### src/rtl/mem_word_loader.sv
// mem_word_loader: fetches one DATAWIDTH-bit word from a BYTEWIDTH-wide memory
// as two byte reads over a req/ack handshake. It then presents the word to a
// Register stage with a one-cycle active-low load strobe.
//
// Memory handshake: while mem_req is high, mem_addr is held stable. A byte
// transfer happens on the rising edge where mem_req=1 and mem_ack=1, and
// mem_rdata is captured on that same edge. mem_ack is ignored while mem_req=0.
// mem_req drops for at least one cycle (GAP) between the two byte requests.
//
// The word width must equal 2*BYTEWIDTH, because the word is exactly the
// concatenation of the two fetched bytes.
module mem_word_loader #(
    parameter int DATAWIDTH     = 16,
    parameter int BYTEWIDTH     = 8,
    parameter int ADDRWIDTH     = 16,
    parameter int LITTLE_ENDIAN = 1,
    parameter int TIMEOUT       = 15
) (
    input  logic                 clk,
    input  logic                 reset,
    input  logic                 start,
    input  logic [ADDRWIDTH-1:0] addr_in,
    output logic                 busy,
    output logic                 done,
    output logic                 err,
    output logic                 mem_req,
    output logic [ADDRWIDTH-1:0] mem_addr,
    input  logic                 mem_ack,
    input  logic [BYTEWIDTH-1:0] mem_rdata,
    output logic [DATAWIDTH-1:0] reg_data,
    output logic                 reg_load,
    output logic [2:0]           state_dbg
);

    typedef enum logic [2:0] {
        IDLE   = 3'd0,
        FETCH0 = 3'd1,
        GAP    = 3'd2,
        FETCH1 = 3'd3,
        LOAD   = 3'd4,
        DONE   = 3'd5
    } state_t;

    localparam int CW = $clog2(TIMEOUT + 1);
    localparam logic [CW-1:0] CNT_LAST = CW'(TIMEOUT - 1);

    state_t               state;
    logic [ADDRWIDTH-1:0] addr_q;
    logic [BYTEWIDTH-1:0] byte0;
    logic [CW-1:0]        cnt;

    // The state register is visible directly, so checkers can observe the sequencing.
    assign state_dbg = state;

    // Controller: sequences the two byte fetches, assembles the word, and pulses load and done.
    always_ff @(posedge clk) begin
        if (!reset) begin
            state    <= IDLE;
            busy     <= 1'b0;
            done     <= 1'b0;
            err      <= 1'b0;
            mem_req  <= 1'b0;
            mem_addr <= '0;
            reg_data <= '0;
            reg_load <= 1'b1;
            addr_q   <= '0;
            byte0    <= '0;
            cnt      <= '0;
        end else begin
            case (state)
                IDLE: begin
                    done <= 1'b0;
                    err  <= 1'b0;
                    if (start) begin
                        addr_q   <= addr_in;
                        mem_addr <= addr_in;
                        mem_req  <= 1'b1;
                        busy     <= 1'b1;
                        cnt      <= '0;
                        state    <= FETCH0;
                    end
                end
                FETCH0: begin
                    // An ack on the expiry cycle still completes the byte.
                    if (mem_ack) begin
                        byte0    <= mem_rdata;
                        mem_req  <= 1'b0;
                        mem_addr <= addr_q + ADDRWIDTH'(1);
                        state    <= GAP;
                    end else if (cnt == CNT_LAST) begin
                        mem_req <= 1'b0;
                        done    <= 1'b1;
                        err     <= 1'b1;
                        state   <= DONE;
                    end else begin
                        cnt <= cnt + CW'(1);
                    end
                end
                GAP: begin
                    mem_req <= 1'b1;
                    cnt     <= '0;
                    state   <= FETCH1;
                end
                FETCH1: begin
                    if (mem_ack) begin
                        mem_req  <= 1'b0;
                        reg_load <= 1'b0;
                        if (LITTLE_ENDIAN != 0) begin
                            reg_data <= {mem_rdata, byte0};
                        end else begin
                            reg_data <= {byte0, mem_rdata};
                        end
                        state <= LOAD;
                    end else if (cnt == CNT_LAST) begin
                        mem_req <= 1'b0;
                        done    <= 1'b1;
                        err     <= 1'b1;
                        state   <= DONE;
                    end else begin
                        cnt <= cnt + CW'(1);
                    end
                end
                LOAD: begin
                    reg_load <= 1'b1;
                    done     <= 1'b1;
                    state    <= DONE;
                end
                DONE: begin
                    done  <= 1'b0;
                    err   <= 1'b0;
                    busy  <= 1'b0;
                    state <= IDLE;
                end
                default: begin
                    state <= IDLE;
                end
            endcase
        end
    end

endmodule

### config.mk
export PLATFORM = sky130hd
export DESIGN_NAME = mem_word_loader
export DESIGN_NICKNAME = d
export VERILOG_FILES = /design/src/rtl/mem_word_loader.sv
export SDC_FILE = /design/constraint.sdc
export NUM_CORES = 1
export LEC_CHECK = 0
export BUFFER_PORTS_ARGS = -buffer_cell sky130_fd_sc_hd__buf_2
export CORE_MARGIN = 4
export CORE_UTILIZATION = 40
export DETAILED_ROUTE_END_ITERATION = 6
export PLACE_DENSITY_LB_ADDON = 0.1
export SYNTH_ARGS = -nofsm -noshare
export SYNTH_HDL_FRONTEND = slang
export SYNTH_SLANG_ARGS = --single-unit
### constraint.sdc
create_clock -name clk -period 1.9 [get_ports clk]
set_clock_uncertainty 0.1 [all_clocks]
set_input_delay 0.38 -clock clk [delete_from_list [all_inputs] [get_ports clk]]
set_output_delay 0.38 -clock clk [all_outputs]
set_load 0.05 [all_outputs]
Word level (Yosys, flattened, before mapping). Cells that the tools add are included.

Equality and inequality tests: 13. Multiplexer cells: 23. Reductions and logical operators: 19. Add/subtract/negate cells: 2.

Operator list (count): $mux W16 (2); $pmux W16 S2 (1); $add A16 B1 Y16 const B (1); $pmux W3 S5 (1); $mux W3 (4); $mux W4 (3); $pmux W4 S3 (1); $reduce_and A3 Y1 (4); $ne A2 B2 Y1 const B (5); $reduce_and A2 Y1 (5); $reduce_bool A2 Y1 (4); $eq A3 B2 Y1 const B (2); $eq A3 B3 Y1 const B (2); $mux W1 (6); $pmux W1 S2 (3); $pmux W1 S3 (2); $reduce_bool A3 Y1 (2); $add A4 B1 Y4 const B (1); $eq A4 B4 Y1 const B (1); $reduce_and A4 Y1 (1); $reduce_or A2 Y1 (2); $eq A3 B1 Y1 const B (1); $logic_not A3 Y1 (1); $ne A3 B1 Y1 const B (1); $ne A2 B1 Y1 const B (1).

Logic and storage cells: 68. Register bits: 68.

Depth between registers and ports, before layout. Gate-level depths: netlist of the first run.

Word-level depth: 4. Depth in mapped cells: 6.

Least setup slack after synthesis of the first run. OpenSTA, ideal clock, no wires.

Path kind: flip-flop to flip-flop. Start point: reg state[0], in the netlist state_dbg[0]. End point: reg mem_addr[1]. Setup time: 0.088 ns. Slack: 0.003 ns. Cell stages (with the launch flop): 6. Buffers on the path: 1. Period minus slack after synthesis: 1.897 ns. Arrival time: 1.709 ns. Path through: dfxtp_1 -> nand2_2 -> a211oi_4 -> buf_6 -> nor2_1 -> a311oi_2.

Longest elaborated chain between the ends: 3. Elaborated cells between the ends (all ways): 7. Those cells by class: 3 x eq/ne; 1 x mux; 3 x reduce/logical.

RTL lines: start, declared (RTL line 47) `state_t state;`; start signal, assigned (RTL line 58) `state <= IDLE;`; start signal, assigned (RTL line 80) `state <= FETCH0;`; start signal, assigned (RTL line 89) `state <= GAP;`; $eq A3 B1 Y1 or $logic_not A3 Y1 (tied branches) (RTL line 70) `case (state)`; $ne A2 B2 Y1 (no line) or $reduce_bool A2 Y1 (tied branches); $reduce_and A3 Y1 (no line); end signal, assigned (RTL line 76) `mem_addr <= addr_in;`; end signal, assigned (RTL line 88) `mem_addr <= addr_q + ADDRWIDTH'(1);`; end, declared (RTL line 27) `output logic [ADDRWIDTH-1:0] mem_addr,`.

Parallel ways exist; a longest one is shown, timed or not. A chain may end at the register's enable or synchronous reset.

Final worst setup path of the first run.
Start point: reg state[2], in the netlist state_dbg[2]. End point: out state_dbg[2].

RTL lines: end, declared (RTL line 32) `output logic [2:0] state_dbg`.

No word-level cell between the ends.

==> results of run 1 <==
stage by stage:
step                      instance area (sq um)  setup TNS, ns
final                                      3840              0
after global routing                       3840       -0.00305
after CTS                                  3810              0
after detailed placement                   3640              0
after global placement                     3640              0
after floorplan                            3140              0
logic make-up (layout without fill, tap and decap cells):
| logic type | count (synthesis) | in the layout | share of synthesized area, % |
|---|---|---|---|
| AND/OR/NAND/NOR | 176 | 176 | 26.8 |
| AO/OA/AOI/OAI | 100 | 100 | 20.6 |
| flip-flops | 68 | 68 | 43.4 |
| buffers and inverters | 33 | 114 | 5.07 |
| XOR/XNOR | 6 | 6 | 1.68 |
| multiplexers | 4 | 4 | 1.28 |
| adder cells (fa/ha/maj) | 3 | 3 | 1.20 |
sequential cells by signal (all words and copies together), names as in the netlist, 3 cells and up:
| signal | flops |
|---|---|
| reg_data | 16 |
| mem_addr | 16 |
| addr_q | 16 |
| cnt | 4 |
| state_dbg | 3 |
| byte0 | 8 |
path summary, 6_finish.rpt:
path / from / end / slack (ns)
hold / removal: addr_in[10] / addr_q[10]$_SDFFE_PN0P_ / 0.17
setup reg to reg: cnt[0]$_SDFFE_PN0P_ / cnt[2]$_SDFFE_PN0P_ / 0.13
hold reg to reg: byte0[5]$_SDFFE_PN0P_ / reg_data[5]$_SDFFE_PN0P_ / 0.35
setup / recovery: state_dbg[2]$_SDFFE_PN0N_ / state_dbg[2] / 0.06
worst reg2reg max path, stage by stage, from the launching register on:
cell and delay (ns):
sky130_fd_sc_hd__dfxtp_2 0.35, sky130_fd_sc_hd__inv_1 0.06, sky130_fd_sc_hd__ha_1 0.20, sky130_fd_sc_hd__a31o_2 0.32, sky130_fd_sc_hd__a2111oi_4 0.39, sky130_fd_sc_hd__xor2_1 0.10
sky130_fd_sc_hd__and2_1 0.16
cell usage in the layout (no fill, tap or decap), types with 4 or more instances in the layout:
master,synthesis,layout
sky130_fd_sc_hd__nor4_1,7,6
sky130_fd_sc_hd__mux2i_1,4,4
sky130_fd_sc_hd__a21oi_1,51,51
sky130_fd_sc_hd__inv_1,8,8
sky130_fd_sc_hd__and2_1,5,5
sky130_fd_sc_hd__o21ai_1,5,5
sky130_fd_sc_hd__xnor2_1,5,5
sky130_fd_sc_hd__o21a_1,5,5
sky130_fd_sc_hd__and3_1,5,5
sky130_fd_sc_hd__dfxtp_1,68,65
sky130_fd_sc_hd__o211ai_1,7,7
sky130_fd_sc_hd__nand2_1,101,100
sky130_fd_sc_hd__nand3_1,18,18
sky130_fd_sc_hd__buf_4,4,21
sky130_fd_sc_hd__nor2_1,11,11
sky130_fd_sc_hd__clkbuf_8,0,9
sky130_fd_sc_hd__o21ai_0,8,8
sky130_fd_sc_hd__buf_2,10,67
sky130_fd_sc_hd__nor3_1,11,11
layout make-up:
cell class | count | area [sq um]
clock inverter | 7 | 50.0
timing repair buffer | 88 | 493
inverter | 10 | 37.5
sequential | 68 | 1370
clock buffer | 9 | 124
tap | 102 | 128
fill | 807 | 3840
multi-input combinational | 289 | 1650
layer usage:
layer  vias to the layer above  wire length [microns]
met4                         0                    105
met5                         -                      0
met3                        10                    347
met1                      1345                   3870
li1                       1517                      -
met2                        52                   4040
power by group through the flow:
| stage | Combinational [mW] | Sequential [mW] | Clock, mW |
|---|---|---|---|
| detailed placement | 0.628 | 1.60 | 0 |
| floorplan | 0.291 | 1.75 | 0 |
| global placement | 0.623 | 1.60 | 0 |
| finish | 0.629 | 1.57 | 1.09 |
| CTS | 0.631 | 1.57 | 1.11 |
| global route | 0.688 | 1.58 | 1.16 |
timing repair:
action,4_1_cts,5_1_grt
setup endpoints to repair,2,4
gates cloned,0,0
endpoints found under the hold margin,0,0
pin swaps,0,1
resized for setup,2,5
==> summary.txt, run 1 <==
Layout
  • Non-filler instance count after layout: 573
  • Total Nets Final: 497
  • Ant diodes: 0
  • Area growth from synthesis to layout: 22.5%
  • Fraction of layout cells with a size suffix above 1: 26.8%
  • Share of the core filled with cells: between 40% and 50%

Timing
  • Worst hold slack: 0.172 ns
  • Maximum operating frequency: 543 MHz
  • Final-report setup violation count: 0
  • Share of the cycle needed by the critical path after routing: 97.0%
  • Fin. Hold Viols: 0
  • Tightest Pin Transition: 0.543 ns
  • Fin worst setup slack: ~0.058 ns
  • Max-slew headroom at the worst pin: 63.6%
  • Time the final worst path needs with I/O delays and setup: 1.84 ns
  • Number of slew-limit violations in the final report: 0

Pwr
  • IR Drop Worst-Case VDD: 0.347 mV
  • Sequential group share of total power: 47.7%
  • Gate power share: a little under a fifth
  • Static leakage power: ~1.6 nW
  • Net switching power: 1.10 mW
  • Pwr Total: 3.29 mW
  • Design internal power: about 2.2 mW
  • Switching power as a share of total power: 33.4%
  • Power per unit of standard cell area: between 800 and 900 nW/um^2
  • Power share of the clock group: roughly a third

Route
  • Wire length per cell after detailed routing: ~15 microns
  • Final antenna-violating net count: 0
  • Post-detailed-route DRC marker count: 0
  • Via count of the routed design: about 3,000
  • Via density per instance: 5.10
  • Initial drt markers: 75
  • Length of the first detailed-routing pass in iterations: 4
  • Post-detailed-routing wire length: 8360 microns

Synth
  • Number of distinct library cells after synthesis: between 50 and 60
  • Cell area after synthesis: 3140 sq um
  • Count of yosys warnings during synthesis: 0
  • Syn nets: 421
  • Post-synthesis async set-or-reset flop share: 0%
  • Share of the synthesized area in the top cell type: 43.4%
  • Number of synthesized flops with an enable pin: 0
  • Synth top cells by count: sky130_fd_sc_hd__nand2_1 (101), sky130_fd_sc_hd__dfxtp_1 (68), sky130_fd_sc_hd__a21oi_1 (51)
  • Most area-consuming cells after synthesis: sky130_fd_sc_hd__dfxtp_1 (43%), sky130_fd_sc_hd__nand2_1 (12%), sky130_fd_sc_hd__a21oi_1 (8.1%)
  • Sequential-to-total area share from yosys stat: between 40% and 50%
  • Dominant register cell in the synthesized netlist: sky130_fd_sc_hd__dfxtp_1
  • Post-synthesis instance total: ~400
  • Most frequent cell after synthesis: sky130_fd_sc_hd__nand2_1
  • FF+latch count, synth: 68
  • Post-Synthesis Mean Instance Area: 8.04 sq um
  • Top cell type by total area after synthesis: sky130_fd_sc_hd__dfxtp_1

Critical path
  • Setup CP Type: reg2out
  • Crit path buf inv count: 2
  • Slowest stage delay, CP: 0.49 ns
  • Launching element type of the critical path: flop
  • Required time at the endpoint of the critical path: 1.42 ns
  • Number of cell instances on the worst register-to-register path: 6
  • Maximum fanout along the worst path: 8
  • Delay-heaviest family, CP: buffers and inverters
  • Data arrival time at the worst-slack endpoint: 1.36 ns
  • Number of cells on the critical path: 2
  • Standard cell with the maximum stage delay on the critical path: sky130_fd_sc_hd__dfxtp_1
  • Critical path cell sequence: buf_4, buf_2
  • Endpoint type of the worst setup path: primary output

Global routing
  • Layer with the highest usage: met2
  • Pin count of the biggest net entering global routing: 37
  • Met3 usage in global routing: between 2 and 3%
  • Met2 usage in global routing: 32.2%
  • Total grt overflow: 0
  • Antenna violations before repair: 0
  • Vias in the first global route: 2,779
  • Met1 track demand over resource: 22.4%
  • Global-route wire length before repair: ~13,000 microns
  • Global-route usage over all layers: 18.3%

Clock tree
  • TritonCTS buffer count: 9
  • Deepest level of the CTS H-tree: 3
  • Count of buffers added by post-CTS timing repair for setup: 0
  • Clock tree root driver cell: sky130_fd_sc_hd__clkbuf_8
  • Post-cts hold buffer count: 0
  • Clock buffer depth: 2
  • CTS Sinks: 68
  • Later-pin clock latency in the skew report: 0.35 ns
  • CTS tree: built
  • Clock transition at path regs: around 0.080 ns

Place
  • IO Port Bufs: 67
  • Pre-CTS WS: 0.0758 ns
  • Placer congestion estimate: 0.786
  • Placed instance count: 557
  • HPWL after DPL: 5880 microns

Die
  • Placeable Area: approximately 7700 sq um
  • Horizontal die dimension: 96.6 microns
  • Number of placement rows: 32
  • Starting density of the core: ~40%
  • Die span in y: 96.6 microns
  • I/O pin total: 68
  • Floorplan die area: around 9300 sq um

Status
  • Result of the run: finished clean

Job
  • Max capacitance violation total: 0

Min path
  • Hold path depth: 3
  • Hold Path Class: in2reg
(Power assumes the default switching activity.)
==> inputs of run 2 (changes only) <==
- CORE_UTILIZATION: 40 -> 45
==> run 2 against run 1 <==
Maximum frequency increased by 0.43%. Setup slack gained 0.0079 ns. Critical path depth decreased by 1. Clock power hardly changed. First-iteration DRC count is 24% higher. Global-route usage up 1.5 points. Combinational power is essentially flat. Flip-flop and latch count did not move. Critical endpoint is now state_dbg[1]. Clock-buffer cell count stayed put.
==> summary.txt, run 2 (synthesis gave the netlist of run 1 again) <==
Layout
  • Largest registers: addr_q (16), mem_addr (16), reg_data (16)
  • Total Nets Final: 498
  • Ant diodes: 0
  • Count of fill cells added during filler insertion: 670
  • Area growth from synthesis to layout: 22.7%
  • Non-filler instance count after layout: about 570
  • Highest-count cells in the layout ignoring fill and taps: sky130_fd_sc_hd__nand2_1 (100), sky130_fd_sc_hd__dfxtp_1 (67), sky130_fd_sc_hd__buf_2 (67), sky130_fd_sc_hd__a21oi_1 (51), sky130_fd_sc_hd__buf_4 (22)
  • Fraction of layout cells with a size suffix above 1: 26.3%
  • Area used by multi-input combinational logic: between 1500 and 2000 sq um
  • Most common cell after layout, fill and taps aside: sky130_fd_sc_hd__nand2_1
  • Storage cell area: 1360 sq um

Route
  • Initial drt markers: 93
  • Length of the first detailed-routing pass in iterations: 4
  • Via density per instance: 5.16
  • Post-detailed-routing wire length: 8070 microns
  • Via count of the routed design: 2,930
  • Post-detailed-route DRC marker count: 0
  • Wire length per cell after detailed routing: 14.2 microns
  • Final antenna-violating net count: 0

Die
  • Die span in y: 91.5 microns
  • Starting density of the core: 46.2%
  • Placeable Area: slightly below 7000 sq um
  • I/O pin total: 68
  • Number of placement rows: 30
  • Horizontal die dimension: 91.5 microns
  • Floorplan die area: 8370 sq um

Timing
  • Share of the cycle needed by the critical path after routing: a little over nine tenths
  • Final TNS setup: 0 ns
  • Max-slew headroom at the worst pin: 65.4%
  • Number of slew-limit violations in the final report: 0
  • Tightest Pin Transition: 0.518 ns
  • Time the final worst path needs with I/O delays and setup: about 1.8 ns
  • Maximum operating frequency: 545 MHz
  • Fin. Hold Viols: 0
  • Setup repair after global routing missed its margin: false
  • Final-report setup violation count: 0

Clock tree
  • Clock tree root driver cell: sky130_fd_sc_hd__clkbuf_8
  • TritonCTS buffer count: 9
  • Deepest level of the CTS H-tree: 3
  • Later-pin clock latency in the skew report: 0.35 ns
  • Clock buffer depth: 2
  • CTS Sinks: 68
  • Clock transition at path regs: 0.09 ns
  • Count of buffers added by post-CTS timing repair for setup: 0
  • CTS tree: built

Critical path
  • Standard cell with the maximum stage delay on the critical path: sky130_fd_sc_hd__dfxtp_1
  • Required time at the endpoint of the critical path: 1.42 ns
  • Setup CP Type: reg2out
  • Critical path cell sequence: buf_2
  • Launching element type of the critical path: flop
  • Crit path buf inv count: 1
  • Slowest stage delay, CP: 0.65 ns
  • Data arrival time at the worst-slack endpoint: between 1 and 1.5 ns
  • Endpoint type of the worst setup path: primary output
  • Delay-heaviest family, CP: flip-flops
  • Maximum fanout along the worst path: 12

Global routing
  • Met3 usage in global routing: 3.40%
  • Global-route usage over all layers: 19.7%
  • Pin count of the biggest net entering global routing: 34
  • Total grt overflow: 0
  • Vias in the first global route: 2,845
  • Met2 usage in global routing: 34.4%
  • Global-route wire length before repair: 13,300 microns
  • Antenna violations before repair: 0
  • Met1 track demand over resource: 23.7%
  • Layer with the highest usage: met2

Place
  • IO Port Bufs: 67
  • Placer congestion estimate: 0.787
  • HPWL after DPL: between 5000 and 6000 microns
  • Placed instance count: 552

Pwr
  • Sequential group share of total power: 47.8%
  • Design internal power: roughly 2.2 mW
  • Static leakage power: 1.56 nW
  • Gate power share: about a fifth
  • Power share of the clock group: between 30% and 40%
  • Power per unit of standard cell area: 852 nW/um^2
  • IR Drop Worst-Case VDD: 0.366 mV
  • Net switching power: 1.09 mW
  • Switching power as a share of total power: 33.3%

Job
  • Max capacitance violation total: 0

Min path
  • Hold Path Class: in2reg

Status
  • Result of the run: finished clean
[run 2: stage by stage]
stage          utilization [%]  area, sq um  worst slack, ns  hold slack (ns)  power, mW
2_1_floorplan                -         3140          0.00315            0.332       2.04
3_3_place_gp              53.5         3640            0.152            0.339       2.21
3_5_place_dp              53.5         3640           0.0876            0.344       2.22
4_1_cts                   56.1         3810           0.0537            0.161       3.30
5_1_grt                   56.7         3850          0.00474            0.164       3.43
6_report                  56.7         3850           0.0656            0.170       3.28
[run 2: area by class of cell]
cell class,count,share of cell area (%)
Multi-Input combinational cell,289,43.0
Clock inverter,7,1.33
Timing Repair Buffer,89,13.0
Sequential cell,68,35.4
Clock buffer,9,3.22
Tap cell,96,3.12
Inverter,10,0.975
[run 2: worst paths after layout]
check	start	endpoint	slack (ns)	cells past startpoint
worst min register to register	byte0[5]$_SDFFE_PN0P_	reg_data[5]$_SDFFE_PN0P_	0.34	2
worst max-delay path	state_dbg[1]$_SDFFE_PN0N_	state_dbg[1]	0.07	1
worst max register to register	cnt[0]$_SDFFE_PN0P_	cnt[3]$_SDFFE_PN0P_	0.11	6
worst min-delay path	mem_rdata[6]	byte0[6]$_SDFFE_PN0P_	0.17	3
[run 2: tightest hold or removal path, delay by kind of cell]
| family | cells | cell delay, ns |
|---|---|---|
| buffers and inverters | 1 | 0.10 |
| and+or+nand+nor | 1 | 0.05 |
| AOI/OAI and AO/OA | 1 | 0.05 |
[run 2: power by group through the flow]
stage	Combinational (mW)	Clock, mW	Sequential (mW)
3_3_place_gp	0.618	0	1.60
5_1_grt	0.685	1.17	1.58
6_report	0.631	1.08	1.57
4_1_cts	0.625	1.10	1.57
3_5_place_dp	0.623	0	1.60
2_1_floorplan	0.291	0	1.75
[run 2: layer usage]
| metal | vias to the layer above | part of all wire (%) | routed length, microns |
|---|---|---|---|
| li1 | 1510 | - | - |
| met1 | 1360 | 45 | 3660 |
| met2 | 50 | 50 | 4030 |
| met3 | 10 | 3.2 | 255 |
| met4 | 0 | 1.5 | 119 |
| met5 | - | 0 | 0 |
[run 2: repair_timing]
action,CTS,global route
gates resized for setup,0,6
hold endpoints to repair,0,0
setup endpoints to repair,0,3
hold buffers,0,0
